**config.mk**
```make
export PLATFORM = sky130hd
export DESIGN_NAME = accum_stage
export DESIGN_NICKNAME = d
export VERILOG_FILES = /design/src/rtl/accum_stage_pkg.sv /design/src/rtl/accum_stage_sat_add.sv /design/src/rtl/accum_stage.sv
export SDC_FILE = /design/constraint.sdc
export NUM_CORES = 1
export LEC_CHECK = 0
export CORE_ASPECT_RATIO = 1.4
export CORE_MARGIN = 2
export CORE_UTILIZATION = 55
export DETAILED_ROUTE_END_ITERATION = 6
export DONT_BUFFER_PORTS = 1
export PLACE_DENSITY = 0.81
export SLEW_MARGIN = 15
export SYNTH_ARGS = -nofsm -noshare
export SYNTH_HDL_FRONTEND = slang
export SYNTH_HIERARCHICAL = 1
export SYNTH_SLANG_ARGS = --single-unit
```
**constraint.sdc**
```tcl
create_clock -name clk -period 4.45 [get_ports clk]
set_clock_uncertainty 0.15 [all_clocks]
set_input_delay 0.89 -clock clk [delete_from_list [all_inputs] [get_ports clk]]
set_output_delay 0.89 -clock clk [all_outputs]
set_load 0.01 [all_outputs]
```
**src/rtl/accum_stage_pkg.sv**
```systemverilog
// Shared types for the online-softmax output accumulator: element/vector types,
// saturation bounds and the accumulator FSM state encoding.
package accum_stage_pkg;

    localparam int INT_W   = 8;
    localparam int VEC_LEN = 4;

    typedef logic signed [INT_W-1:0] INT_T;
    typedef INT_T [VEC_LEN-1:0]      STAR_VECTOR_T;

    localparam INT_T INT_MAX = {1'b0, {(INT_W-1){1'b1}}};
    localparam INT_T INT_MIN = {1'b1, {(INT_W-1){1'b0}}};

    typedef enum logic [1:0] {
        IDLE  = 2'd0,
        ACCUM = 2'd1,
        FLUSH = 2'd2
    } ACCUM_STATE_T;

endpackage

```
**src/rtl/accum_stage_sat_add.sv**
```systemverilog
// Single-element signed adder; clamps to [INT_MIN, INT_MAX] when
// ACCUM_SATURATE_EN is defined, otherwise wraps modulo 2^INT_W.
module sat_add_int
    import accum_stage_pkg::*;
(
    input  INT_T a,
    input  INT_T b,
    output INT_T y
);

`ifdef ACCUM_SATURATE_EN
    logic signed [INT_W:0] sum;

    assign sum = {a[INT_W-1], a} + {b[INT_W-1], b};

    // Overflow shows up as the guard bit disagreeing with the result sign bit.
    always_comb begin
        y = sum[INT_W-1:0];
        if (sum[INT_W] != sum[INT_W-1])
            y = sum[INT_W] ? INT_MIN : INT_MAX;
    end
`else
    assign y = a + b;
`endif

endmodule

```
**src/rtl/accum_stage.sv**
```systemverilog
// Running output-row accumulator of the online-softmax datapath; holds finished
// rows for downstream under valid/ready. Saturating adds under ACCUM_SATURATE_EN.
module accum_stage
    import accum_stage_pkg::*;
#(
    parameter int N_KEYS = 64
) (
    input  logic         clk,
    input  logic         rst,
    input  logic         vld_in,
    output logic         rdy_out,
    input  logic         last_in,
    input  STAR_VECTOR_T acc_scaled_in,
    input  STAR_VECTOR_T v_scaled_in,
    output STAR_VECTOR_T acc_out,
    output logic         vld_out,
    input  logic         rdy_in,
    output STAR_VECTOR_T o_out,
    output logic         row_err
);

    localparam int CNT_W = (N_KEYS > 1) ? $clog2(N_KEYS) : 1;
    localparam logic [CNT_W-1:0] LAST_CNT = CNT_W'(N_KEYS - 1);

    ACCUM_STATE_T     state;
    logic [CNT_W-1:0] cnt;
    STAR_VECTOR_T     acc;
    STAR_VECTOR_T     sum_vec;
    logic             accept;
    logic             first_beat;
    logic             row_end;

    for (genvar i = 0; i < VEC_LEN; i++) begin : g_add
        sat_add_int u_add (
            .a(acc_scaled_in[i]),
            .b(v_scaled_in[i]),
            .y(sum_vec[i])
        );
    end

    assign rdy_out    = (state != FLUSH) || rdy_in;
    assign accept     = vld_in && rdy_out;
    // Any beat outside ACCUM starts a fresh row, so the prior accumulator is zero.
    assign first_beat = (state != ACCUM);
    assign row_end    = last_in || (cnt == LAST_CNT);

    assign acc_out = acc;
    assign o_out   = acc;
    assign vld_out = (state == FLUSH);

    // A beat accepted in the flush cycle both drains the old row and opens the next.
    always_ff @(posedge clk) begin
        if (rst) begin
            state   <= IDLE;
            cnt     <= '0;
            acc     <= '0;
            row_err <= 1'b0;
        end else begin
            row_err <= 1'b0;
            if (accept) begin
                acc     <= first_beat ? v_scaled_in : sum_vec;
                row_err <= row_end && last_in && (cnt != LAST_CNT);
                if (row_end) begin
                    state <= FLUSH;
                    cnt   <= '0;
                end else begin
                    state <= ACCUM;
                    cnt   <= first_beat ? CNT_W'(1) : cnt + 1'b1;
                end
            end else if (state == FLUSH && rdy_in) begin
                state <= IDLE;
                acc   <= '0;
            end
        end
    end

endmodule

```
Yosys cells after proc, flatten, opt, wreduce, memory -nomap -nowiden
Cells that the tools add are included.
{"block": "totals", "latch_bits": 0, "inputBits": 69, "ram_bits": 0, "rom_bits": 0, "regBits": 41, "memories": 0}
{"block": "classes", "muxes": 8, "n_lt_le_gt_ge": 0, "eq_ne": 5, "mul": 0, "reduce_logical": 8, "n_shift": 0, "div_mod_pow": 0, "bitwise": 1, "n_addsub": 5}
{"cell": "$mux W32", "count": 3}
{"cell": "$add A8 B8 Y8", "count": 4}
{"cell": "$mux W6", "count": 2}
{"cell": "$add A6 B1 Y6 const B", "count": 1}
{"cell": "$eq A6 B6 Y1 const B", "count": 1}
{"cell": "$mux W2", "count": 3}
{"cell": "$ne A6 B6 Y1 const B", "count": 1}
{"cell": "$logic_and A1 B1 Y1", "count": 4}
{"cell": "$eq A2 B2 Y1 const B", "count": 1}
{"cell": "$logic_or A1 B1 Y1", "count": 2}
{"cell": "$ne A2 B1 Y1 const B", "count": 1}
{"cell": "$ne A2 B2 Y1 const B", "count": 1}
{"cell": "$reduce_bool A2 Y1", "count": 1}
{"cell": "$reduce_or A2 Y1", "count": 1}
{"cell": "$not A1 Y1", "count": 1}

Longest topological paths before layout
Gate-level depths: netlist (run 1).
{"block": "logic_depth", "depth_word": 5, "mapped_depth": 10, "mapped_depth_nobuf": 10}

Hierarchy
Netlist (run 1), hierarchy kept.
{"mod": "accum_stage", "area_each_um2": 2531.2, "instances": 1, "cells_per_inst": 299, "seq_area_each_um2": 820.8}
{"mod": "sat_add_int at g_add[0].u_add ...", "area_each_um2": 331.6, "instances": 3, "cells_per_inst": 42, "seq_area_each_um2": 0.0}
{"mod": "sat_add_int at g_add[3].u_add", "area_each_um2": 310.3, "instances": 1, "cells_per_inst": 41, "seq_area_each_um2": 0.0}

Least setup slack after synthesis (run 1)
No wires, ideal clock.
{"block": "synth_path", "kind": "in2reg", "startpoint": "input port acc_scaled_in[24] (netlist name)", "endpoint": "register acc (netlist bit acc_out[30])", "setup_slack_ps": 1623, "t_required_ps": 4230, "t_arrival_ps": 2606, "setup_time_ps": 70, "n_path_buf": 0, "stages": 10, "path_cell_list": "ha_1 inv_1 fa_1 nor2b_4 o31a_1 or4_1 nand3_1 inv_1 a221o_1 a21oi_1"}
{"item": "start: declaration", "line_no": "accum_stage.sv:13", "source": "input STAR_VECTOR_T acc_scaled_in,"}
{"item": "end signal: assignment", "line_no": "accum_stage.sv:61", "source": "acc <= first_beat ? v_scaled_in : sum_vec;"}
{"item": "end: declaration", "line_no": "accum_stage.sv:27", "source": "STAR_VECTOR_T acc;"}

Worst setup path after layout (run 1)
{"block": "layout_path", "startpoint": "register state[1]", "endpoint": "output port rdy_out"}
{"block": "layout_between", "elab_chain_len": 2}
{"item": "start: declaration", "line_no": "accum_stage.sv:25", "source": "ACCUM_STATE_T state;"}
{"item": "start signal: assignment", "line_no": "accum_stage.sv:54", "source": "state <= IDLE;"}
{"item": "start signal: assignment", "line_no": "accum_stage.sv:64", "source": "state <= FLUSH;"}
{"item": "start signal: assignment", "line_no": "accum_stage.sv:67", "source": "state <= ACCUM;"}
{"item": "$ne A2 B2 Y1", "line_no": "accum_stage.sv:41", "source": "assign rdy_out = (state != FLUSH) || rdy_in;"}
{"item": "$logic_or A1 B1 Y1", "line_no": "accum_stage.sv:41"}
{"item": "end: declaration", "line_no": "accum_stage.sv:11", "source": "output logic rdy_out,"}
Every way passes these cells.

==> results of run 1 <==
## kinds of logic after synthesis
| family | synth area share, % |
|---|---|
| buffers and inverters | 14.5 |
| flip-flops | 21.4 |
| multiplexers | 3.13 |
| AND/OR/NAND/NOR | 9.69 |
| AO/OA/AOI/OAI | 36.1 |
| adder cells (fa/ha/maj) | 11.5 |
| XOR/XNOR | 3.65 |
## power by group
part	switching (W)	internal (W)	total (W)
logic	0.000160	0.000132	0.000292
registers	0.0000496	0.000392	0.000441
clock network	0.000141	0.000126	0.000267
total	0.000350	0.000649	0.00100
## worst paths after layout
check	start	endpoint	slack, ns	cells after the start
max	state[1]$_SDFFE_PP0P_	rdy_out	1.63	2
min	cnt[5]$_SDFFE_PP0P_	cnt[5]$_SDFFE_PP0P_	0.34	1
max reg2reg	state[1]$_SDFFE_PP0P_	state[1]$_SDFFE_PP0P_	1.84	4
min reg2reg	cnt[5]$_SDFFE_PP0P_	cnt[5]$_SDFFE_PP0P_	0.34	1
## final cells by class
cell class / count / share of cell area [%]
clock buffer: 6 / 2.23
clock inverter: 2 / 0.372
inverter: 47 / 4.77
multi-input combinational: 317 / 66.6
sequential: 41 / 22.2
tap: 95 / 3.21
timing repair buffer: 3 / 0.609
## state kept, by name, summed over array words and instances (netlist names)
register	cells
acc_out	32
cnt	6
state	2
row_err	1
## stage by stage
stage	util [%]	instances	hold WS, ns
floorplan	-	466	0.289
global placement	52.6	503	0.312
detailed placement	52.6	503	0.330
CTS	54.1	511	0.344
global route	54.1	511	0.355
finish	54.1	511	0.338
## placed cells by master (no fill, tap or decap), types with 4 or more instances in the layout
| cell | instances |
|---|---|
| fa_1 | 4 |
| a211oi_1 | 6 |
| nor3_1 | 4 |
| a221o_1 | 21 |
| xor2_1 | 7 |
| o31a_1 | 4 |
| ha_1 | 29 |
| mux2i_1 | 12 |
| dfxtp_1 | 41 |
| o21ai_0 | 51 |
| inv_1 | 47 |
| o2bb2ai_1 | 14 |
| xnor2_1 | 9 |
| nand2_1 | 5 |
| nor2b_4 | 5 |
| a21o_1 | 4 |
| o211ai_1 | 32 |
| nor2_1 | 9 |
| a21oi_1 | 42 |
| o21a_1 | 4 |
| clkbuf_8 | 6 |
| nand3_1 | 8 |
## worst max-delay path: cells and delay by family (launching register included)
family	cells	cell delay, ns
flip-flops	1	0.55
AND/OR/NAND/NOR	1	0.55
buffers and inverters	1	0.37
## layer usage
metal  vias up  wire length (um)
li1       1615                 -
met1      1592              3620
met2       130              4670
met3        15               703
met4         0               164
met5         -                 0
==> flow_summary.yaml, run 1 <==
outcome:
  status: "finished clean"
drt:
  routed_wl_um: 9160
  firstDrtPassIters: 4
  drt-vias-per-instance: 6.56
  wire_per_inst_um: 17.9
  drtAntennaViolNets: 0
  via_count: 3352
  drc: 0
  dr.first_iter.drc_count: 189
floorplanning:
  rows: 36
  die_height_um: 103
  boundaryPins: 136
  dieArea_sq_um: 7670
  die_w_um: 74.6
  coreArea_sq_um: 6850
  start_util_pct: 56.0
cells_and_area:
  multi_input_area_sq_um: 2470
  antenna_cells: 0
  fillers: 685
  seq_area_sq_um: 821
  nets: 517
  syn_to_final_growth_pct: -3.52
  fin_area_sq_um: 3700
  drive_gt1_share_pct: 5.29
logic_synthesis:
  synthTopCellsByArea: "dfxtp_1 21%, ha_1 9.5%, o21ai_0 6.7%"
  ys_seq_area_share_pct: 21.4
  async_flop_share_pct: 0
  syn_area_per_cell_sq_um: 8.23
  yosysTopAreaCellShare_pct: 21.4
  synth-edff-count: 0
  syn-cell-area_sq_um: 3840
  synth.distinct_cells: 51
  syn-instance-count: 466
  synth_ff_type: "dfxtp_1"
  syn_nets: 568
  ys_ff_latch: 41
  yosysMostFrequentCell: "o21ai_0"
  synthTopCellsByCount: "51 x o21ai_0, 47 x inv_1, 42 x a21oi_1"
  yosys_warnings: 6
  yosysTopAreaCell: "dfxtp_1"
pwr:
  p_leak_nw: 1.39
  power_density_nw_per_um2: 270
  fin_total_pwr_w: 0.00100
  ir_worst_vdd_uv: 175
clock_network:
  cts_resized: 0
  h-tree-depth: 2
  cts_tree: "done"
  numCtsBuffers: 5
  numClockSinks: 41
  cts_hold_buf: 0
  post_cts_buffers: 0
  clk_latency_ns: 0.30
  clkTransAtPathRegs_ns: 0.09
  cts_root_buffer: "clkbuf_8"
  cts_buffer_depth: 2
sta:
  rsz0062_at_grt: "false"
  period_minus_slack_ns: 2.82
  finalHoldViolCount: 0
  finalMaxSlewViolations: 0
  fmax_ghz: 0.355
  worst_pin_slew_ns: 0.970
  max_slew_margin_pct: 35.2
  setup_slack_ns: 1.63
  fin_tns_setup_ns: 0
  setup_viol: 0
  fin_crit_sh_pct: 63.3
min_path:
  hp-class: "reg2reg"
grt:
  grt_use_met1_pct: 25.2
  antenna_found_initial: 0
  grt_start_max_net_pins: 40
  globalRouteMet2Util_pct: 43.7
  top_usage_layer: "met2"
  track_usage_pct: 23.6
  grt_pass1_vias: 3219
  met3_usage_pct: 6.94
  grt-ovfl-total: 0
  grt_first_pass_wirelength_um: 14300
place:
  pre_cts_ws_ns: 1.50
  place_area_sq_um: 3600
  finalWeightedCongestion: 0.854
  place_hpwl_um: 6680
  port_buffers: 0
setup_path:
  crit_chain: "buf_4 -> or3b_1"
  worst_path_max_delay_cell: "dfxtp_1"
  crit_fanout: 24
  cp-end-kind: "primary output"
  critical_path_class: "reg2out"
  cp_data_required_time_ns: 3.41
  worstPathArrival_ns: 1.78
  startpoint_type: "register"
  slowest_delay_ns: 0.55
flow_run:
  maxCapViolations: 0
Note: power is estimated with default switching activity, not from simulation.
==> run 2: changes to the inputs <==
clock period = 2.84 ns   (was 4.45 ns; I/O delays follow)
==> run 2 against run 1 <==
Effect of this change: die area unchanged; cell count rose by 0.39%; worst setup slack worse by 1.1 ns; critical path type is now in2reg; sequential cell count is the same; core utilization is 0.44 points higher; count of clock-buffer cells in the layout is 1 lower; non-clock buffer count increased by 3; final area is 0.81% higher; largest cell class unchanged.
==> flow_summary.yaml, run 2 (synthesis results as in run 1) <==
grt:
  antenna_found_initial: 0
  grt_pass1_vias: 3290
  track_usage_pct: 23.6
  grt_start_max_net_pins: 52
  grt_first_pass_wirelength_um: 14500
  grt-ovfl-total: 0
sta:
  setup_viol: 0
  fin_tns_setup_ns: 0
  fin_crit_sh_pct: 82.3
  fmax_ghz: 0.428
  fin_hold_ws_ns: 0.193
  max_slew_margin_pct: 32.9
  worst_pin_slew_ns: 1.00
  finalHoldViolCount: 0
  rsz0062_at_grt: "false"
  finalMaxSlewViolations: 0
  period_minus_slack_ns: 2.34
clock_network:
  cts_hold_buf: 0
  h-tree-depth: 2
  numClockSinks: 41
  numCtsBuffers: 5
  cts_tree: "done"
  cts_buffer_depth: 2
  cts_root_buffer: "clkbuf_8"
  clk_latency_ns: 0.29
  post_cts_buffers: 0
  cts_resized: 0
  clkTransAtPathRegs_ns: 0.08
outcome:
  status: "finished clean"
setup_path:
  cp_data_required_time_ns: 2.92
  startpoint_type: "input port"
  critical_path_class: "in2reg"
  slowest_delay_ns: 0.42
  worstPathArrival_ns: 2.42
  cp-end-kind: "register"
  worst_path_most_repeated_cell: "inv_1"
  crit_chain: "ha_1 -> inv_1 -> fa_1 -> nor2b_4 -> o31a_1 -> or4_1 -> nand3_1 -> inv_1 -> a221o_1 -> a21oi_1"
  worst_path_max_delay_cell: "or4_1"
  path_buf_inv: 2
  crit_family: "compound AO/OA/AOI/OAI gates"
  crit_fanout: 3
cells_and_area:
  nets: 520
  antenna_cells: 0
  syn_to_final_growth_pct: -2.74
  largest_register_ffs: 32
  final_common_cell: "o21ai_0"
  fillers: 674
  instances_no_fill: 513
  final_cell_mix: "51 x o21ai_0, 47 x inv_1, 42 x a21oi_1, 41 x dfxtp_1, 32 x o211ai_1"
  drive_gt1_share_pct: 5.74
drt:
  drt-vias-per-instance: 6.62
  drtAntennaViolNets: 0
  routed_wl_um: 9060
  firstDrtPassIters: 4
  wire_per_inst_um: 17.7
  dr.first_iter.drc_count: 151
  drc: 0
  via_count: 3396
floorplanning:
  boundaryPins: 136
  coreArea_sq_um: 6850
  die_height_um: 103
  die_w_um: 74.6
  start_util_pct: 56.0
  rows: 36
  dieArea_sq_um: 7670
pwr:
  power_density_nw_per_um2: 430
  ir_worst_vdd_uv: 242
  p_leak_nw: 1.41
flow_run:
  maxCapViolations: 0
place:
  place_hpwl_um: 6690
  port_buffers: 0
  dpl.cell_count: 506
  finalWeightedCongestion: 0.835
min_path:
  hp-class: "in2reg"
run 2: cell types whose count changed in the layout (fill, tap and decap cells not counted), sizes merged:
cell / change
bufinv: +1
clkinv: -1
clkbuf: -1
buf: +3
run 2: layout make-up:
type	count	area [sq um]	share of cell area [%]
Multi-Input combinational cell	317	2470	66.1
Sequential cell	41	821	22.0
Inverter	47	176	4.73
Tap cell	95	119	3.19
Clock buffer	5	68.8	1.84
Timing Repair Buffer	6	45.0	1.21
Clock inverter	2	35.0	0.939
run 2: worst paths after layout:
kind	slack [ns]	endpoint	depth (start not counted)	from
worst max-delay path	0.50	acc_out[30]$_SDFFE_PP0P_	10	acc_scaled_in[24]
worst min-delay path	0.19	acc_out[30]$_SDFFE_PP0P_	1	rst
worst max register to register	0.75	acc_out[31]$_SDFFE_PP0P_	4	state[0]$_SDFFE_PP0P_
worst min register to register	0.34	cnt[5]$_SDFFE_PP0P_	1	cnt[5]$_SDFFE_PP0P_
run 2: per-stage QoR:
step	power [W]	instance area [sq um]	setup WS [ns]	utilization, %
4_1_cts	0.00162	3730	0.521	54.5
2_1_floorplan	0.00114	3840	0.335	-
6_report	0.00161	3730	0.503	54.5
3_3_place_gp	0.00114	3630	0.259	53.0
3_5_place_dp	0.00116	3630	0.216	53.0
5_1_grt	0.00171	3730	0.415	54.5
run 2: per-layer routing:
layer  vias up  part of all wire [%]  global-route usage, %
met5         -                     0                      0
met4         0                   2.8                   9.48
met3        23                   7.8                   6.06
met2       136                    51                   42.7
met1      1603                    39                   25.8
li1       1634                     -                      -
run 2: power by group:
group | internal [W] | switching [W] | leakage, nW
Sequential | 0.000614 | 0.0000729 | 0.337
Combinational | 0.000209 | 0.000255 | 1.02
Clock | 0.000256 | 0.000200 | 0.0540
==> run 3: changes to the inputs <==
ABC_AREA = 1   (was not set)
clock period = 2.18 ns   (was 2.84 ns; I/O delays follow)
==> run 3 against run 2 <==
Effect of this change: worst setup slack worse by 0.063 ns; area after synthesis down 4.1%; critical endpoint is now acc_out[6]$_SDFFE_PP0P_; critical path type unchanged; routed wire length down 15%; core utilization up 0.12 points; cell count up 20%; register-to-register slack worse by 0.29 ns; sequential cell count unchanged; count of clock-buffer cells in the layout up 2; synthesized cell count up 25%; sequential share of layout area up 1.0 points.
==> flow_summary.yaml, run 3 <==
drt:
  routed_wl_um: 7720
  firstDrtPassIters: 4
  dr.first_iter.drc_count: 122
  via_count: 3236
  drt-vias-per-instance: 5.24
  drtAntennaViolNets: 0
  wire_per_inst_um: 12.5
  drc: 0
clock_network:
  h-tree-depth: 2
  cts_root_buffer: "clkbuf_8"
  numCtsBuffers: 5
  numClockSinks: 41
  clk_latency_ns: 0.28
  post_cts_buffers: 0
  clkTransAtPathRegs_ns: 0.07
  cts_hold_buf: 0
  cts_tree: "done"
  cts_resized: 0
  cts_buffer_depth: 2
sta:
  period_minus_slack_ns: 1.74
  finalHoldViolCount: 0
  finalMaxSlewViolations: 0
  fin_tns_setup_ns: 0
  fmax_ghz: 0.575
  worst_pin_slew_ns: 0.494
  max_slew_margin_pct: 67.0
  rsz0062_at_grt: "false"
  setup_viol: 0
  fin_crit_sh_pct: 79.8
logic_synthesis:
  synth.distinct_cells: 30
  synthTopCellsByCount: "260 x nand2_1, 53 x inv_1, 46 x a21oi_1"
  synth-edff-count: 0
  yosysMostFrequentCell: "nand2_1"
  yosysTopAreaCell: "nand2_1"
  ys_seq_area_share_pct: 22.3
  yosys_warnings: 6
  synth_ff_type: "dfxtp_1"
  syn-instance-count: 582
  yosysTopAreaCellShare_pct: 26.5
  async_flop_share_pct: 0
  syn_area_per_cell_sq_um: 6.32
  syn_nets: 684
  syn-cell-area_sq_um: 3680
  ys_ff_latch: 41
  synthTopCellsByArea: "nand2_1 27%, dfxtp_1 22%, ha_1 9.9%"
pwr:
  fin_total_pwr_w: 0.00195
  power_density_nw_per_um2: 546
  ir_worst_vdd_uv: 271
  p_leak_nw: 1.84
setup_path:
  critical_path_class: "in2reg"
  startpoint_type: "input port"
  cp_data_required_time_ns: 2.25
  crit_fanout: 2
  worstPathArrival_ns: 1.82
  cp-end-kind: "register"
grt:
  grt_pass1_vias: 3012
  antenna_found_initial: 0
  track_usage_pct: 21.5
  grt_start_max_net_pins: 42
  grt_first_pass_wirelength_um: 12700
  grt-ovfl-total: 0
place:
  finalWeightedCongestion: 0.840
  port_buffers: 0
  place_hpwl_um: 5910
  dpl.cell_count: 610
outcome:
  status: "finished clean"
flow_run:
  maxCapViolations: 0
floorplanning:
  dieArea_sq_um: 7370
  coreArea_sq_um: 6530
  die_w_um: 73.1
  boundaryPins: 136
  die_height_um: 101
  rows: 35
  start_util_pct: 56.4
cells_and_area:
  fillers: 669
  antenna_cells: 0
  syn_to_final_growth_pct: -3.13
  largest_register_ffs: 32
  final_common_cell: "nand2_1"
  instances_no_fill: 617
  drive_gt1_share_pct: 4.97
  final_cell_mix: "260 x nand2_1, 53 x inv_1, 46 x a21oi_1, 41 x dfxtp_1, 29 x ha_1"
  nets: 645
min_path:
  hp-class: "in2reg"
-- run 3: logic make-up after synthesis --
group	Yosys count	synth area share [%]
AND/OR/NAND/NOR	329	36.4
buffers and inverters	110	15.5
AO/OA/AOI/OAI	50	7.18
flip-flops	41	22.3
adder cells (fa/ha/maj)	33	12.0
XOR/XNOR	19	6.56
-- run 3: final cells by class --
class	instances	area, sq um	area share [%]
multi-input cells	431	2290	64.2
clock buffers	7	86.3	2.42
flip-flops and latches	41	821	23.0
well taps	74	92.6	2.60
inverters	61	230	6.46
repair buffers	3	47.5	1.33
-- run 3: power breakdown --
| part | leakage (nW) | internal [W] | switching (W) |
|---|---|---|---|
| clock network | 0.0443 | 0.000252 | 0.000254 |
| logic | 1.46 | 0.000240 | 0.000322 |
| registers | 0.336 | 0.000794 | 0.0000852 |
| total | 1.84 | 0.00129 | 0.000661 |
-- run 3: per-layer routing --
| layer | up-vias | global-route usage (%) | part of all wire, % |
|---|---|---|---|
| li1 | 1679 | - | - |
| met1 | 1442 | 21.7 | 38 |
| met2 | 99 | 41.9 | 54 |
| met3 | 16 | 5.10 | 6.2 |
| met4 | 0 | 6.41 | 2.0 |
| met5 | - | 0 | 0 |
-- run 3: worst paths after layout --
check / start / endpoint / slack [ns] / cells past startpoint
worst max-delay path: acc_scaled_in[0] / acc_out[6]$_SDFFE_PP0P_ / 0.44 / 14
worst min-delay path: rst / acc_out[24]$_SDFFE_PP0P_ / 0.06 / 1
worst max register to register: state[0]$_SDFFE_PP0P_ / acc_out[18]$_SDFFE_PP0P_ / 0.46 / 7
worst min register to register: state[1]$_SDFFE_PP0P_ / state[1]$_SDFFE_PP0P_ / 0.32 / 2
-- run 3: metrics by stage --
stage | hold WS (ns) | setup WS [ns] | util [%] | instance area, sq um
after CTS | 0.0429 | 0.432 | 54.6 | 3560
after global routing | 0.0348 | 0.265 | 54.6 | 3560
after floorplan | 0.301 | 0.322 | - | 3680
after detailed placement | 0.315 | 0.148 | 53.3 | 3480
final | 0.0568 | 0.440 | 54.6 | 3560
after global placement | 0.309 | 0.209 | 53.3 | 3480
-- run 3: critical path, stage by stage --
cell and delay, ns:
ha_1 0.15, inv_1 0.07, fa_1 0.42, inv_1 0.08, nand2_1 0.04, nand2_1 0.08
nand3_1 0.09, nand2_1 0.07, nand2_1 0.04, nand2_1 0.05, nand2_1 0.05, nand2_1 0.05
nand2_1 0.05, a21oi_1 0.14
